--- src/rtl/video_pkg.sv ---
// Shared constants for the video write path: beat field widths, arbiter
// state encodings and requester indices.
package video_pkg;

  localparam int MASK_W  = 4;
  localparam int ADDR_W  = 18;
  localparam int WDATA_W = 32;
  localparam int DATA_W  = MASK_W + ADDR_W + WDATA_W;

  localparam logic [1:0] ST_IDLE = 2'b00;
  localparam logic [1:0] ST_OWN0 = 2'b01;
  localparam logic [1:0] ST_OWN1 = 2'b10;

  localparam logic W0 = 1'b0;
  localparam logic W1 = 1'b1;

  function automatic logic [1:0] own_state(input logic idx);
    return idx ? ST_OWN1 : ST_OWN0;
  endfunction

endpackage

--- src/rtl/arb_out_reg.sv ---
// Single-entry valid/ready pipeline register driving the SRAM write port.
module arb_out_reg #(
  parameter int DATA_W = 54
) (
  input  logic              clock,
  input  logic              reset,
  input  logic              i_load,
  input  logic [DATA_W-1:0] i_din,
  input  logic              i_ready,
  output logic [DATA_W-1:0] o_dout,
  output logic              o_valid
);

  logic [DATA_W-1:0] r_dout;
  logic              r_valid;

  // i_load is only raised while the slot is empty or being drained.
  always_ff @(posedge clock) begin
    if (!reset) begin
      r_dout  <= '0;
      r_valid <= 1'b0;
    end else if (i_load) begin
      r_dout  <= i_din;
      r_valid <= 1'b1;
    end else if (i_ready) begin
      r_valid <= 1'b0;
    end
  end

  assign o_dout  = r_dout;
  assign o_valid = r_valid;

endmodule

--- src/rtl/sram_write_arbiter.sv ---
// Round-robin, burst-locked arbiter sharing the SRAM write channel between
// the image buffer writer (W0) and the overlay writer (W1).
module sram_write_arbiter
  import video_pkg::*;
#(
  parameter int DATA_W    = MASK_W + ADDR_W + WDATA_W,
  parameter int MAX_BURST = 16,
  parameter int CNT_W     = 16
) (
  input  logic              clock,
  input  logic              reset,
  input  logic [DATA_W-1:0] w0_din,
  input  logic              w0_valid,
  output logic              w0_ready,
  input  logic [DATA_W-1:0] w1_din,
  input  logic              w1_valid,
  output logic              w1_ready,
  output logic [DATA_W-1:0] dout,
  output logic              dout_valid,
  input  logic              dout_ready,
  output logic [1:0]        grant,
  output logic [CNT_W-1:0]  w0_count,
  output logic [CNT_W-1:0]  w1_count
);

  localparam int              BC_W       = (MAX_BURST > 1) ? $clog2(MAX_BURST) : 1;
  localparam logic [BC_W-1:0] BURST_LAST = BC_W'(MAX_BURST - 1);

  logic [1:0]        r_state, w_state_nxt;
  logic              r_last_owner, w_last_nxt;
  logic [BC_W-1:0]   r_burst_cnt, w_burst_nxt;
  logic [CNT_W-1:0]  r_w0_count, r_w1_count;
  logic              w_slot_free, w_acc0, w_acc1, w_acc;
  logic              w_owner, w_own_valid, w_oth_valid, w_release;
  logic [DATA_W-1:0] w_acc_din;

  assign w_slot_free = ~dout_valid | dout_ready;
  assign w0_ready    = (r_state == ST_OWN0) & w_slot_free;
  assign w1_ready    = (r_state == ST_OWN1) & w_slot_free;
  assign w_acc0      = w0_valid & w0_ready;
  assign w_acc1      = w1_valid & w1_ready;
  assign w_acc       = w_acc0 | w_acc1;
  assign w_acc_din   = w_acc1 ? w1_din : w0_din;

  assign grant    = {r_state == ST_OWN1, r_state == ST_OWN0};
  assign w0_count = r_w0_count;
  assign w1_count = r_w1_count;

  // Owner-relative view so both OWN states share one release path.
  assign w_owner     = (r_state == ST_OWN1) ? W1 : W0;
  assign w_own_valid = w_owner ? w1_valid : w0_valid;
  assign w_oth_valid = w_owner ? w0_valid : w1_valid;
  assign w_release   = ~w_own_valid | (w_acc & (r_burst_cnt == BURST_LAST));

  always_comb begin
    w_state_nxt = r_state;
    w_last_nxt  = r_last_owner;
    w_burst_nxt = r_burst_cnt;
    case (r_state)
      ST_OWN0, ST_OWN1: begin
        if (w_release) begin
          w_last_nxt  = w_owner;
          w_burst_nxt = '0;
          if (w_oth_valid)      w_state_nxt = own_state(~w_owner);
          else if (w_own_valid) w_state_nxt = own_state(w_owner);
          else                  w_state_nxt = ST_IDLE;
        end else if (w_acc) begin
          w_burst_nxt = r_burst_cnt + 1'b1;
        end
      end
      default: begin
        w_state_nxt = ST_IDLE;
        if (w0_valid & w1_valid) w_state_nxt = own_state(~r_last_owner);
        else if (w0_valid)       w_state_nxt = ST_OWN0;
        else if (w1_valid)       w_state_nxt = ST_OWN1;
      end
    endcase
  end

  always_ff @(posedge clock) begin
    if (!reset) begin
      r_state      <= ST_IDLE;
      r_last_owner <= W1;
      r_burst_cnt  <= '0;
      r_w0_count   <= '0;
      r_w1_count   <= '0;
    end else begin
      r_state      <= w_state_nxt;
      r_last_owner <= w_last_nxt;
      r_burst_cnt  <= w_burst_nxt;
      if (w_acc0) r_w0_count <= r_w0_count + 1'b1;
      if (w_acc1) r_w1_count <= r_w1_count + 1'b1;
    end
  end

  arb_out_reg #(
    .DATA_W(DATA_W)
  ) u_out_reg (
    .clock  (clock),
    .reset  (reset),
    .i_load (w_acc),
    .i_din  (w_acc_din),
    .i_ready(dout_ready),
    .o_dout (dout),
    .o_valid(dout_valid)
  );

endmodule
--- config.mk ---
export PLATFORM = sky130hd
export DESIGN_NAME = sram_write_arbiter
export DESIGN_NICKNAME = d
export VERILOG_FILES = /design/src/rtl/video_pkg.sv /design/src/rtl/arb_out_reg.sv /design/src/rtl/sram_write_arbiter.sv
export SDC_FILE = /design/constraint.sdc
export NUM_CORES = 1
export LEC_CHECK = 0
export BUFFER_PORTS_ARGS = -buffer_cell sky130_fd_sc_hd__clkbuf_2
export CAP_MARGIN = 15
export CORE_ASPECT_RATIO = 2
export CORE_MARGIN = 3
export CORE_UTILIZATION = 48
export CTS_CLUSTER_SIZE = 12
export DETAILED_ROUTE_END_ITERATION = 16
export PLACE_DENSITY = 0.81
export SLEW_MARGIN = 20
export SYNTH_ARGS = -nofsm -noshare
export SYNTH_HDL_FRONTEND = slang
export SYNTH_HIERARCHICAL = 1
export SYNTH_SLANG_ARGS = --single-unit
--- constraint.sdc ---
create_clock -name clock -period 2.3 [get_ports clock]
set_input_delay 0.345 -clock clock [delete_from_list [all_inputs] [get_ports clock]]
set_output_delay 0.345 -clock clock [all_outputs]
set_load 0.01 [all_outputs]
# Word level (Yosys, flattened, before mapping)

Index checks and enable logic that the tools add are counted.

Flip-flop bits (word level): 94
Bits in latches: 0
RAM bits: 0
Bits in read-only memories: 0
Word-level logic and storage cells: 48
Memories kept: 0

Add/subtract/negate cells: 3
Multiply operators: 0
Div/mod/pow operators: 0
Magnitude comparators: 0
Eq/ne operators: 4
Shifts and indexed selects: 0
Multiplexer cells: 18
Bitwise logic cells: 11
Reduce and logical (&&, ||, !) cells: 5

Operator list:

| kind                    | count |
|---|---|
| $mux W54                | 1 |
| $add A16 B1 Y16 const B | 2 |
| $mux W2                 | 10 |
| $mux W4                 | 2 |
| $and A1 B1 Y1           | 6 |
| $mux W1                 | 5 |
| $add A4 B1 Y4 const B   | 1 |
| $eq A4 B4 Y1 const B    | 1 |
| $reduce_and A2 Y1       | 2 |
| $reduce_bool A2 Y1      | 2 |
| $or A1 B1 Y1            | 3 |
| $eq A2 B1 Y1 const B    | 1 |
| $eq A2 B2 Y1 const B    | 1 |
| $ne A2 B2 Y1 const B    | 1 |
| $not A1 Y1              | 2 |
| $reduce_or A2 Y1        | 1 |

# Depth between registers and ports, before layout

Word-level depth: 9
Gate-level depth with buffers: 9
Depth with buffers taken out: 7

# By module

The synthesis kept the hierarchy.

Modules (own cells, without submodules):

| module             | times used | cells an instance | area each (µm²) | sequential area each (µm²) |
|---|---|---|---|---|
| sram_write_arbiter | 1          | 292               | 2,585.0         | 780.7 |
| arb_out_reg        | 1          | 177               | 2,128.3         | 1,101.1 |

# Worst setup path before layout

OpenSTA, ideal clock, no wires.

Kind: register to register
Start point: register r_state[0]
End point: register u_out_reg.r_dout[10], in the netlist u_out_reg/o_dout[10]
Arrival time: 1.872 ns
Path slack: 0.312 ns
Stages on the path, launching flop included: 10
Cell sequence: dfxtp_1 > inv_1 > ha_1 > nand2_1 > nor2_1 > clkbuf_1 > buf_2 > mux2_2 > mux2i_1 > nor2b_1

Word-level cells in the longest chain between the ends: 4

RTL lines:

| what                    | line                     | source |
|---|---|---|
| from (decl)             | sram_write_arbiter.sv:29 | `logic [1:0] r_state, w_state_nxt;` |
| from (signal assigned)  | sram_write_arbiter.sv:88 | `r_state <= w_state_nxt;` |
| $eq A2 B2 Y1            | sram_write_arbiter.sv:39 | `assign w1_ready = (r_state == ST_OWN1) & w_slot_free;` |
| $and A1 B1 Y1           | sram_write_arbiter.sv:39 |  |
| $and A1 B1 Y1           | sram_write_arbiter.sv:41 | `assign w_acc1 = w1_valid & w1_ready;` |
| $mux W54                | sram_write_arbiter.sv:43 | `assign w_acc_din = w_acc1 ? w1_din : w0_din;` |
| named net w_acc_din[10] | sram_write_arbiter.sv:35 | `logic [DATA_W-1:0] w_acc_din;` |
| to (signal assigned)    | arb_out_reg.sv:23        | `r_dout <= i_din;` |
| to (decl)               | arb_out_reg.sv:14        | `logic [DATA_W-1:0] r_dout;` |

The timed path passes the listed nets, and every way through them passes these cells.
A chain may end at the register's enable or synchronous reset.

# Worst setup path in the final report

Start point: register r_state[0]
End point: register u_out_reg.r_dout[42], in the netlist u_out_reg/o_dout[42]

Same word-level chain as after synthesis.

==> run_results.csv <==
group,metric,value,unit
critical_path,path_max_fanout,39,
pwr,pwr-share-comb,21.0,%
job,drv_cap,0,
logic_synthesis,netlist_area,4710,um^2
global_route,antenna_found_initial,0,
placed_design,gp_congestion,0.839,
min_path,hold_depth,3,
pwr,power_density,685,nW/um^2
min_path,hp-start,"w1_valid",
route,wl_per_cell,15.4,um
floorplan,rows,50,
route,drt-pass1-iter-count,4,
clock_tree,cts_max_level,3,
logic_synthesis,syn_area_per_cell,10.0,um^2
sta,setup_viol,0,
logic_synthesis,ys_ff_latch,94,
route,drtIter0Drc,184,
layout,syn2layout_area_growth,29.4,%
route,dr_total_vias,4204,
clock_tree,post_cts_buffers,0,
pwr,swShare,26.4,%
pwr,p_sw,0.00110,W
pwr,p_int,0.00307,W
floorplan,dieHeight,146,um
critical_path,end_kind,"flip-flop",
sta,slew_headroom,55.7,%
critical_path,critical_path_required,2520,ps
layout,nets,782,
clock_tree,ctsHoldBuffers,0,
global_route,grt_max_degree,71,
route,wirelength,12300,um
critical_path,reg2reg_from,"r_state[0]",
min_path,hold_class,"in -> reg",
layout,num_antenna_cells,0,
floorplan,top_level_ports,204,
clock_tree,cts_sinks,94,
clock_tree,cts_tree,"yes",
floorplan,die_x,76.1,um
clock_tree,clock_path_buffers,2,
logic_synthesis,ys_seq_area_share,39.9,%
route,vias_per_cell,5.26,
layout,final_area,6100,um^2
pwr,leakage,2.54,nW
clock_tree,numCtsBuffers,9,
critical_path,slowest_stage,"mux2_2",
clock_tree,cts.clk_slew.worst_paths,60,ps
clock_tree,cts-root-buf,"clkbuf_16",
floorplan,die_area,11100,um^2
sta,slew_viol_final,0,
clock_tree,clk_latency,330,ps
logic_synthesis,syn_nets,587,
route,ant_nets,0,
critical_path,r2r_slack,200,ps
sta,rsz0062_at_grt,"no",
global_route,grt_overflow,0,
placed_design,port_buffers,203,
pwr,pwr-share-seq,43.0,%
layout,layout-drive-gt1-share,42.8,%
layout,nFillCells,749,
min_path,holdPathEnd,"r_state[1]",
sta,fin_crit_sh,91.2,%
sta,setup_tns,0,ps
critical_path,critPathKind,"reg -> reg",
pwr,p_clk_share,36.0,%
placed_design,place_area,5790,um^2
sta,tightest_slew,657,ps
critical_path,slowest_delay,370,ps
sta,hold_ws,372,ps
sta,max_freq,477,MHz
logic_synthesis,ys_warn_count,6,
logic_synthesis,async_reset_ff_share,0,%
logic_synthesis,synth-edff-count,0,
global_route,grt_pass1_vias,4274,
sta,hold_violations,0,
sta,skew,4.80,ps
route,drcViolationCount,0,
critical_path,cp.arrival,2310,ps
global_route,grt_pass1_wl,20000,um
global_route,grt_util_all_layers,22.0,%
logic_synthesis,synthFlopType,"dfxtp_1",
logic_synthesis,synth_cell_types,42,
floorplan,fp.coreArea,9450,um^2
critical_path,r2r-end,"u_out_reg/o_dout[42]",
floorplan,start_util,49.9,%
critical_path,cp-start-kind,"flip-flop",
critical_path,reg2reg_depth,8,
pwr,ir_worst_vdd,0.000400,V
critical_path,path_cells,"inv_1 -> ha_1 -> nand2_2 -> nor2_4 -> buf_12 -> mux2_2 -> mux2i_1 -> nor2b_1",
sta,min_period,2100,ps
placed_design,dp_hpwl,9300,um
logic_synthesis,synthCells,469,
run_status,outcome,"complete, no violations",
clock_tree,cts_resized,0,
[cell usage in the layout, fill, tap and decap left out, types with 2 or more instances in the layout]
cell type / count
xor2_1: 3
nor2_1: 18
and4_1: 2
o311ai_0: 2
inv_1: 8
buf_12: 2
ha_1: 5
nand2_1: 18
nor4_1: 6
buf_4: 8
clkbuf_8: 2
o21ai_0: 12
o211ai_1: 3
a21oi_1: 17
xnor2_1: 11
and3_1: 3
clkbuf_2: 203
o31ai_1: 8
mux2_2: 55
nor3b_1: 2
or3_1: 10
or4_1: 6
clkbuf_16: 9
and2_1: 2
clkbuf_1: 2
a211oi_1: 2
nor3_1: 3
nand3_1: 10
mux2i_1: 59
nand4_1: 9
dfxtp_1: 94
nand2b_1: 5
nor2b_1: 55
[metrics by stage]
stage | cells | total power, W | utilization, % | worst slack [ps]
2_1_floorplan | 469 | 0.00243 | - | 312
3_3_place_gp | 783 | 0.00267 | 61.3 | 202
3_5_place_dp | 783 | 0.00271 | 61.3 | 67.3
4_1_cts | 799 | 0.00422 | 64.5 | 59.0
5_1_grt | 799 | 0.00438 | 64.6 | 32.7
6_report | 799 | 0.00418 | 64.6 | 202
[metal layers]
layer | part of all wire, % | global-route usage [%]
met1 | 37 | 22.3
met2 | 55 | 42.7
met3 | 5.9 | 5.00
met4 | 2.2 | 8.08
met5 | 0 | 0
[how the worst max path moves through the flow]
stage          slack [ps]  cells past startpoint        from                   end
6_report              200                      8  r_state[0]  u_out_reg/o_dout[42]
4_1_cts                60                      8  r_state[0]  u_out_reg/o_dout[42]
2_1_floorplan         310                      9  r_state[0]  u_out_reg/o_dout[10]
3_5_place_dp           70                      8  r_state[0]  u_out_reg/o_dout[42]
3_3_place_gp          200                      6  r_state[0]          w1_count[14]
5_1_grt                30                      8  r_state[0]  u_out_reg/o_dout[42]
[power groups by stage]
stage | combinational, W | sequential (W) | clock (W)
2_1_floorplan | 0.000568 | 0.00186 | 0
3_3_place_gp | 0.000849 | 0.00183 | 0
3_5_place_dp | 0.000878 | 0.00183 | 0
4_1_cts | 0.000883 | 0.00180 | 0.00154
5_1_grt | 0.000958 | 0.00181 | 0.00161
6_report | 0.000877 | 0.00180 | 0.00150
[state kept, by name (all words and copies together) (netlist names)]
register / count
u_out_reg/o_dout: 54
w0_count: 16
w1_count: 16
r_burst_cnt: 4
r_state: 2
r_last_owner: 1
u_out_reg/o_valid: 1
[Yosys cell counts (2+ instances only)]
library cell | count | share of area, %
nor3b_1 | 2 | 0.32
o31ai_1 | 8 | 1.3
o21ai_0 | 12 | 1.3
nand2_1 | 19 | 1.5
nor3_1 | 3 | 0.32
dfxtp_1 | 94 | 40
or3_1 | 10 | 1.3
a21oi_1 | 18 | 1.9
mux2_2 | 55 | 13
nor4_1 | 6 | 0.80
buf_6 | 2 | 0.48
buf_2 | 6 | 0.64
nand3_1 | 10 | 1.1
inv_1 | 8 | 0.64
buf_12 | 5 | 2.1
nor2b_1 | 55 | 7.3
nand4_1 | 9 | 1.2
o211ai_1 | 3 | 0.48
clkbuf_1 | 14 | 1.1
and4_1 | 2 | 0.37
and2_1 | 2 | 0.27
xnor2_1 | 11 | 2.0
mux2i_1 | 59 | 13
ha_1 | 5 | 1.3
or4_1 | 6 | 0.96
o311ai_0 | 2 | 0.37
a211oi_1 | 2 | 0.32
nand2b_1 | 5 | 0.66
and3_1 | 3 | 0.40
nor2_1 | 19 | 1.5
xor2_1 | 3 | 0.56
[critical path, delay by kind of cell, from the launching register on]
family	cells	cell delay (ps)
adder cells (fa/ha/maj)	1	260
buffers and inverters	2	330
flip-flops	1	310
multiplexers	2	550
AND/OR/NAND/NOR	3	520
[logic make-up after synthesis]
family                   count (synthesis)  synth area share, %
AO/OA/AOI/OAI                           50                 6.45
XOR/XNOR                                14                 2.60
adder cells (fa/ha/maj)                  5                 1.33
buffers and inverters                   37                 5.23
flip-flops                              94                 39.9
multiplexers                           114                 25.7
AND/OR/NAND/NOR                        155                 18.8
[final cells by class]
type | instances | area (um^2) | share of cell area, %
clock buffer | 13 | 260 | 4.27
tap | 130 | 163 | 2.67
sequential | 94 | 1880 | 30.9
clock inverter | 3 | 42.5 | 0.697
multi-input combinational | 338 | 2610 | 42.7
timing repair buffer | 213 | 1120 | 18.3
inverter | 8 | 30.0 | 0.492
No activity file was read; power rests on OpenSTA's default activity.
